File: src/rtl/uart_tx_arbiter.sv
// Two-requester byte arbiter in front of a USB UART transmit input.
// Each requester owns the line until it sends LF or goes idle too long.
module uart_tx_arbiter #(
  parameter int DEPTH   = 4,
  parameter int TIMEOUT = 255
) (
  input  logic       CLK,
  input  logic       RST,
  input  logic       req0_valid,
  input  logic [7:0] req0_data,
  output logic       req0_ready,
  input  logic       req1_valid,
  input  logic [7:0] req1_data,
  output logic       req1_ready,
  output logic       out_valid,
  output logic [7:0] out_data,
  input  logic       out_ready,
  output logic       owner,
  output logic       busy
);

  localparam int AW = $clog2(DEPTH);
  localparam logic [AW:0] FULLC = (AW+1)'(DEPTH);
  localparam logic [AW:0] ONE = (AW+1)'(1);
  localparam logic [15:0] TMO = 16'(TIMEOUT);

  localparam logic [1:0] IDLE   = 2'd0;
  localparam logic [1:0] GRANT0 = 2'd1;
  localparam logic [1:0] GRANT1 = 2'd2;

  logic [7:0]  mem_q [2][DEPTH];
  logic [AW:0] wr_q [2];
  logic [AW:0] rd_q [2];
  logic [7:0]  in_dat [2];
  logic [7:0]  head [2];
  logic [1:0]  in_vld;
  logic [1:0]  empty;
  logic [1:0]  full;
  logic [1:0]  push;
  logic [1:0]  pop;

  logic [1:0]  state_q, state_d;
  logic        last_q, last_d;
  logic [15:0] cnt_q, cnt_d;
  logic        sel;
  logic        hs;

  assign in_vld    = {req1_valid, req0_valid};
  assign in_dat[0] = req0_data;
  assign in_dat[1] = req1_data;

  always_comb begin
    for (int n = 0; n < 2; n++) begin
      empty[n] = (wr_q[n] == rd_q[n]);
      full[n]  = ((wr_q[n] - rd_q[n]) == FULLC);
      push[n]  = in_vld[n] && !full[n] && !RST;
      head[n]  = mem_q[n][rd_q[n][AW-1:0]];
    end
  end

  assign req0_ready = !full[0] && !RST;
  assign req1_ready = !full[1] && !RST;

  assign sel       = (state_q == GRANT1);
  assign busy      = (state_q != IDLE);
  assign owner     = sel;
  assign out_valid = busy && !empty[sel];
  assign out_data  = busy ? head[sel] : 8'h00;
  assign hs        = out_valid && out_ready;
  assign pop       = {hs && sel, hs && !sel};

  always_ff @(posedge CLK or posedge RST) begin
    if (RST) begin
      for (int n = 0; n < 2; n++) begin
        wr_q[n] <= '0;
        rd_q[n] <= '0;
      end
    end else begin
      for (int n = 0; n < 2; n++) begin
        if (push[n]) wr_q[n] <= wr_q[n] + ONE;
        if (pop[n])  rd_q[n] <= rd_q[n] + ONE;
      end
    end
  end

  // Storage needs no reset; pointers alone define occupancy.
  always_ff @(posedge CLK) begin
    for (int n = 0; n < 2; n++) begin
      if (push[n]) mem_q[n][wr_q[n][AW-1:0]] <= in_dat[n];
    end
  end

  always_comb begin
    state_d = state_q;
    last_d  = last_q;
    cnt_d   = cnt_q;
    unique case (1'b1)
      (state_q == IDLE): begin
        cnt_d = '0;
        if (!empty[0] && !empty[1])
          state_d = last_q ? GRANT0 : GRANT1;
        else if (!empty[0])
          state_d = GRANT0;
        else if (!empty[1])
          state_d = GRANT1;
      end
      (state_q == GRANT0 || state_q == GRANT1): begin
        if (hs) begin
          cnt_d = '0;
          if (out_data == 8'h0A) begin
            state_d = IDLE;
            last_d  = sel;
          end
        end else if (empty[sel]) begin
          // Stalled-by-sink cycles do not age the owner.
          cnt_d = cnt_q + 16'd1;
          if (cnt_d >= TMO) begin
            state_d = IDLE;
            last_d  = sel;
            cnt_d   = '0;
          end
        end
      end
      default: state_d = IDLE;
    endcase
  end

  always_ff @(posedge CLK or posedge RST) begin
    if (RST) begin
      state_q <= IDLE;
      last_q  <= 1'b1;
      cnt_q   <= '0;
    end else begin
      state_q <= state_d;
      last_q  <= last_d;
      cnt_q   <= cnt_d;
    end
  end

endmodule

File: config.mk
export PLATFORM = sky130hd
export DESIGN_NAME = uart_tx_arbiter
export DESIGN_NICKNAME = d
export VERILOG_FILES = /design/src/rtl/uart_tx_arbiter.sv
export SDC_FILE = /design/constraint.sdc
export NUM_CORES = 1
export LEC_CHECK = 0
export BUFFER_PORTS_ARGS = -buffer_cell sky130_fd_sc_hd__buf_4
export CAP_MARGIN = 20
export CORE_MARGIN = 3
export CORE_UTILIZATION = 58
export CTS_CLUSTER_DIAMETER = 50
export DETAILED_ROUTE_END_ITERATION = 10
export PLACE_DENSITY = 0.82
export RECOVER_POWER = 100
export SLEW_MARGIN = 0
export SYNTH_ARGS = -nofsm -noshare
export SYNTH_HDL_FRONTEND = slang
export SYNTH_SLANG_ARGS = --single-unit
File: constraint.sdc
create_clock -name CLK -period 3.15 [get_ports CLK]
set_input_delay 0.1575 -clock CLK [delete_from_list [all_inputs] [get_ports CLK]]
set_output_delay 0.1575 -clock CLK [all_outputs]
set_load 0.1 [all_outputs]
==> metrics.cfg <==
[yosys]
synth_edf_count = 64
synth-async-reset-ratio = 0.326
synthCells = 294
yosys_warnings = 0
synth_xor_area_frac = 0.0394
synth_flop_cell = edfxtp_1
syn_area_sq_um = 4450
synth_mux_area_frac = 0.110
synth_seq_cells = 95
synth_fa_ha_area_frac = 0.0534
synth_area_per_cell_sq_um = 15.1
synth_top_family_by_area = multiplexers
synth_compound_area_frac = 0.0647
mappedNetlistNets = 334
yosys.cell_types.count = 49
synth-simple-area-share = 0.103
synth-seq-area-share = 0.607

[clock_network]
cts_tree = done
cts_made_buffers = 9
clk_latency_ns = 0.37
htreeDepth = 3
clk_path_buf_depth = 2
cts.sinks = 95
path_clk_slew_ns = 0.10
cts-resized-gates = 0
ctsRootBufferMaster = clkbuf_8

[setup_path]
rrSetupSlack_ns = 0.40
crit-reg2reg-launch = rd_q[0]
worst_setup_path_end_kind = flip-flop
rr_worst_depth = 7
critPathMaxFanout = 11
startpoint = rd_q[0]
r2r-end = state_q[1]
arrival_ns = 3.01
worst_ep_required_time_ns = 3.41
path_class = flip-flop to flip-flop
cp-endpoint = state_q[1]
crit_path_start_kind = flip-flop

[routing]
drcViolationCount = 0
antenna_left = 0
viasPerCell = 5.92
drt_first_iter_violations = 134
firstDrtPassIters = 5
routed_wl_um = 8730
wl_per_cell_um = 19.4
vias = 2665

[power_and_ir_drop]
netSwitchingPower_uw = 2210
p_total_uw = 4720
p_leak_uw = 0.00197
peakVddDrop_v = 0.000829
combPwrFrac = 0.468
intPower_uw = 2510
seqPwrFrac = 0.370
netSwitchingFraction = 0.468
p_clk_frac = 0.163
power_density_nw_per_um2 = 941

[placed_design]
place_area_sq_um = 4800
io_buffers = 33
place_congestion = 0.855
dpl.hpwl_um = 5700

[sta]
clock-skew-final_ns = 0.00745
slew_headroom = 0.227
min_period_over_period = 0.874
hold_viol = 0
rsz0062_at_grt = false
period_minus_slack_ns = 2.75
drv_slew = 0
fmax_ghz = 0.363
setup-tns-final_ns = 0
worst_slew_pin_slew_ns = 1.16
setup_viol = 0

[run_status]
outcome = completed

[floorplan]
dieArea_sq_um = 8760
die_y_um = 93.6
die_w_um = 93.6
rows = 31
io_pins = 34
start_util = 0.607
core_sq_um = 7330

[global_route]
met1_usage = 0.287
grt_max_degree = 22
overflow = 0
grt_use_met2 = 0.354
grt_pass1_wl_um = 14400
grt_use_total = 0.221
grt.met3_usage = 0.0636
top_usage_layer = met2
grt_pass1_vias = 2793
grt_antenna_before_repair = 0

[cells_and_area]
diodes = 0
fin_area_sq_um = 5020
drive_above_1_share = 0.134
fillers = 510
nets = 386
syn2layout_area_growth_pct = 12.7

[hold_path]
min_path_type = input port to async pin

[run]
drv_cap = 0

power by group through the flow:
| stage | Combinational [uW] | Sequential [uW] | Clock (uW) |
|---|---|---|---|
| global route | 2370 | 1780 | 831 |
| CTS | 2350 | 1740 | 776 |
| detailed placement | 2320 | 1760 | 0 |
| floorplan | 1970 | 1640 | 0 |
| global placement | 2270 | 1760 | 0 |
| finish | 2210 | 1750 | 768 |
metal layers:
metal  wire length [um]  vias up
li1                   -     1240
met1               3610     1323
met2               4450       81
met3                431       21
met4                236        0
met5                  0        -
worst max-delay path: stages (launching register included):
cell and delay, ns:
dfrtp_1 0.74, ha_1 0.38, and3_1 0.23, mux2i_1 0.38, nand4_2 0.17, o41ai_2 0.45, o22ai_1 0.15, o2bb2ai_1 0.16
per-stage QoR:
step | setup WS, ns | util | hold WS, ns | instances
2_1_floorplan | 0.150 | - | 0.256 | 294
3_3_place_gp | 0.657 | 0.654 | 0.358 | 418
3_5_place_dp | 0.582 | 0.654 | 0.362 | 418
4_1_cts | 0.500 | 0.702 | 0.0133 | 450
5_1_grt | 0.212 | 0.684 | 0.0899 | 450
6_report | 0.396 | 0.684 | 0.0440 | 450
repair_timing:
action | in CTS | in global routing
buffers inserted | 0 | 0
endpoints found under the hold margin | 64 | 0
hold buffers | 16 | 0
endpoints found under the setup margin | 0 | 0
worst min path at each step:
stage | startpoint | end | depth (start not counted)
after floorplan | RST | cnt_q[0] | 1
after global placement | req1_data[5] | mem_q[0][61] | 1
after detailed placement | req1_data[5] | mem_q[0][61] | 1
after CTS | RST | cnt_q[12] | 2
after global routing | RST | cnt_q[15] | 2
final | RST | cnt_q[12] | 2
cell families after synthesis:
kind of cell	Yosys count
flops	95
simple gates	76
compound gates	40
buf+inv	22
mux	22
xor+xnor	20
fa+ha+maj	19
state kept, by name, summed over array words and instances (netlist names):
name / cells
mem_q: 64
state_q: 2
rd_q: 6
wr_q: 6
last_q: 1
cnt_q: 16
cell usage in the layout, fill, tap and decap left out, types with 3 or more instances in the layout:
master          n
nand4_1         4
a31oi_1         3
nor2_1          6
inv_1          13
edfxtp_1       64
nand2_1        12
o21ai_1         3
xor2_1          9
clkbuf_1       20
xnor2_1        11
nor4_1          3
mux2i_1         3
dfrtp_1        30
a22o_2          6
nand3_1        10
o21ai_0         5
clkbuf_8        9
a21o_1          5
and3_1         12
nor2b_1         4
buf_4           4
a21oi_1         5
and2_1          3
ha_1           18
and2_0          8
mux4_1         14
dlygate4sd3_1  16
clkbuf_2       10
or3_1           3
layout make-up:
| type | count | area (sq um) | share of cell area |
|---|---|---|---|
| clock inverter | 7 | 66.3 | 0.0132 |
| tap | 99 | 124 | 0.0247 |
| sequential | 95 | 2700 | 0.538 |
| multi-input combinational | 177 | 1640 | 0.327 |
| inverter | 13 | 48.8 | 0.00973 |
| timing repair buffer | 50 | 315 | 0.0629 |
| clock buffer | 9 | 124 | 0.0247 |
synth_stat cells, types with 3 or more instances:
cell type | instances | area [sq um]
dfrtp_1 | 30 | 751
a21o_1 | 5 | 37.5
inv_1 | 13 | 48.8
xor2_1 | 9 | 78.8
a22o_1 | 5 | 43.8
and3_1 | 12 | 75.1
mux4_1 | 14 | 368
and2_1 | 11 | 68.8
a21oi_1 | 5 | 25.0
edfxtp_1 | 64 | 1920
o21ai_1 | 6 | 30.0
xnor2_1 | 11 | 96.3
ha_1 | 19 | 238
nor2_1 | 6 | 22.5
a31oi_1 | 3 | 18.8
nand4_1 | 4 | 25.0
clkbuf_1 | 4 | 15.0
nand2_1 | 12 | 45.0
nand3_1 | 10 | 50.1
nor2b_1 | 4 | 25.0
or3_1 | 3 | 18.8
buf_2 | 3 | 15.0
Note: power is estimated with default switching activity, not from simulation.
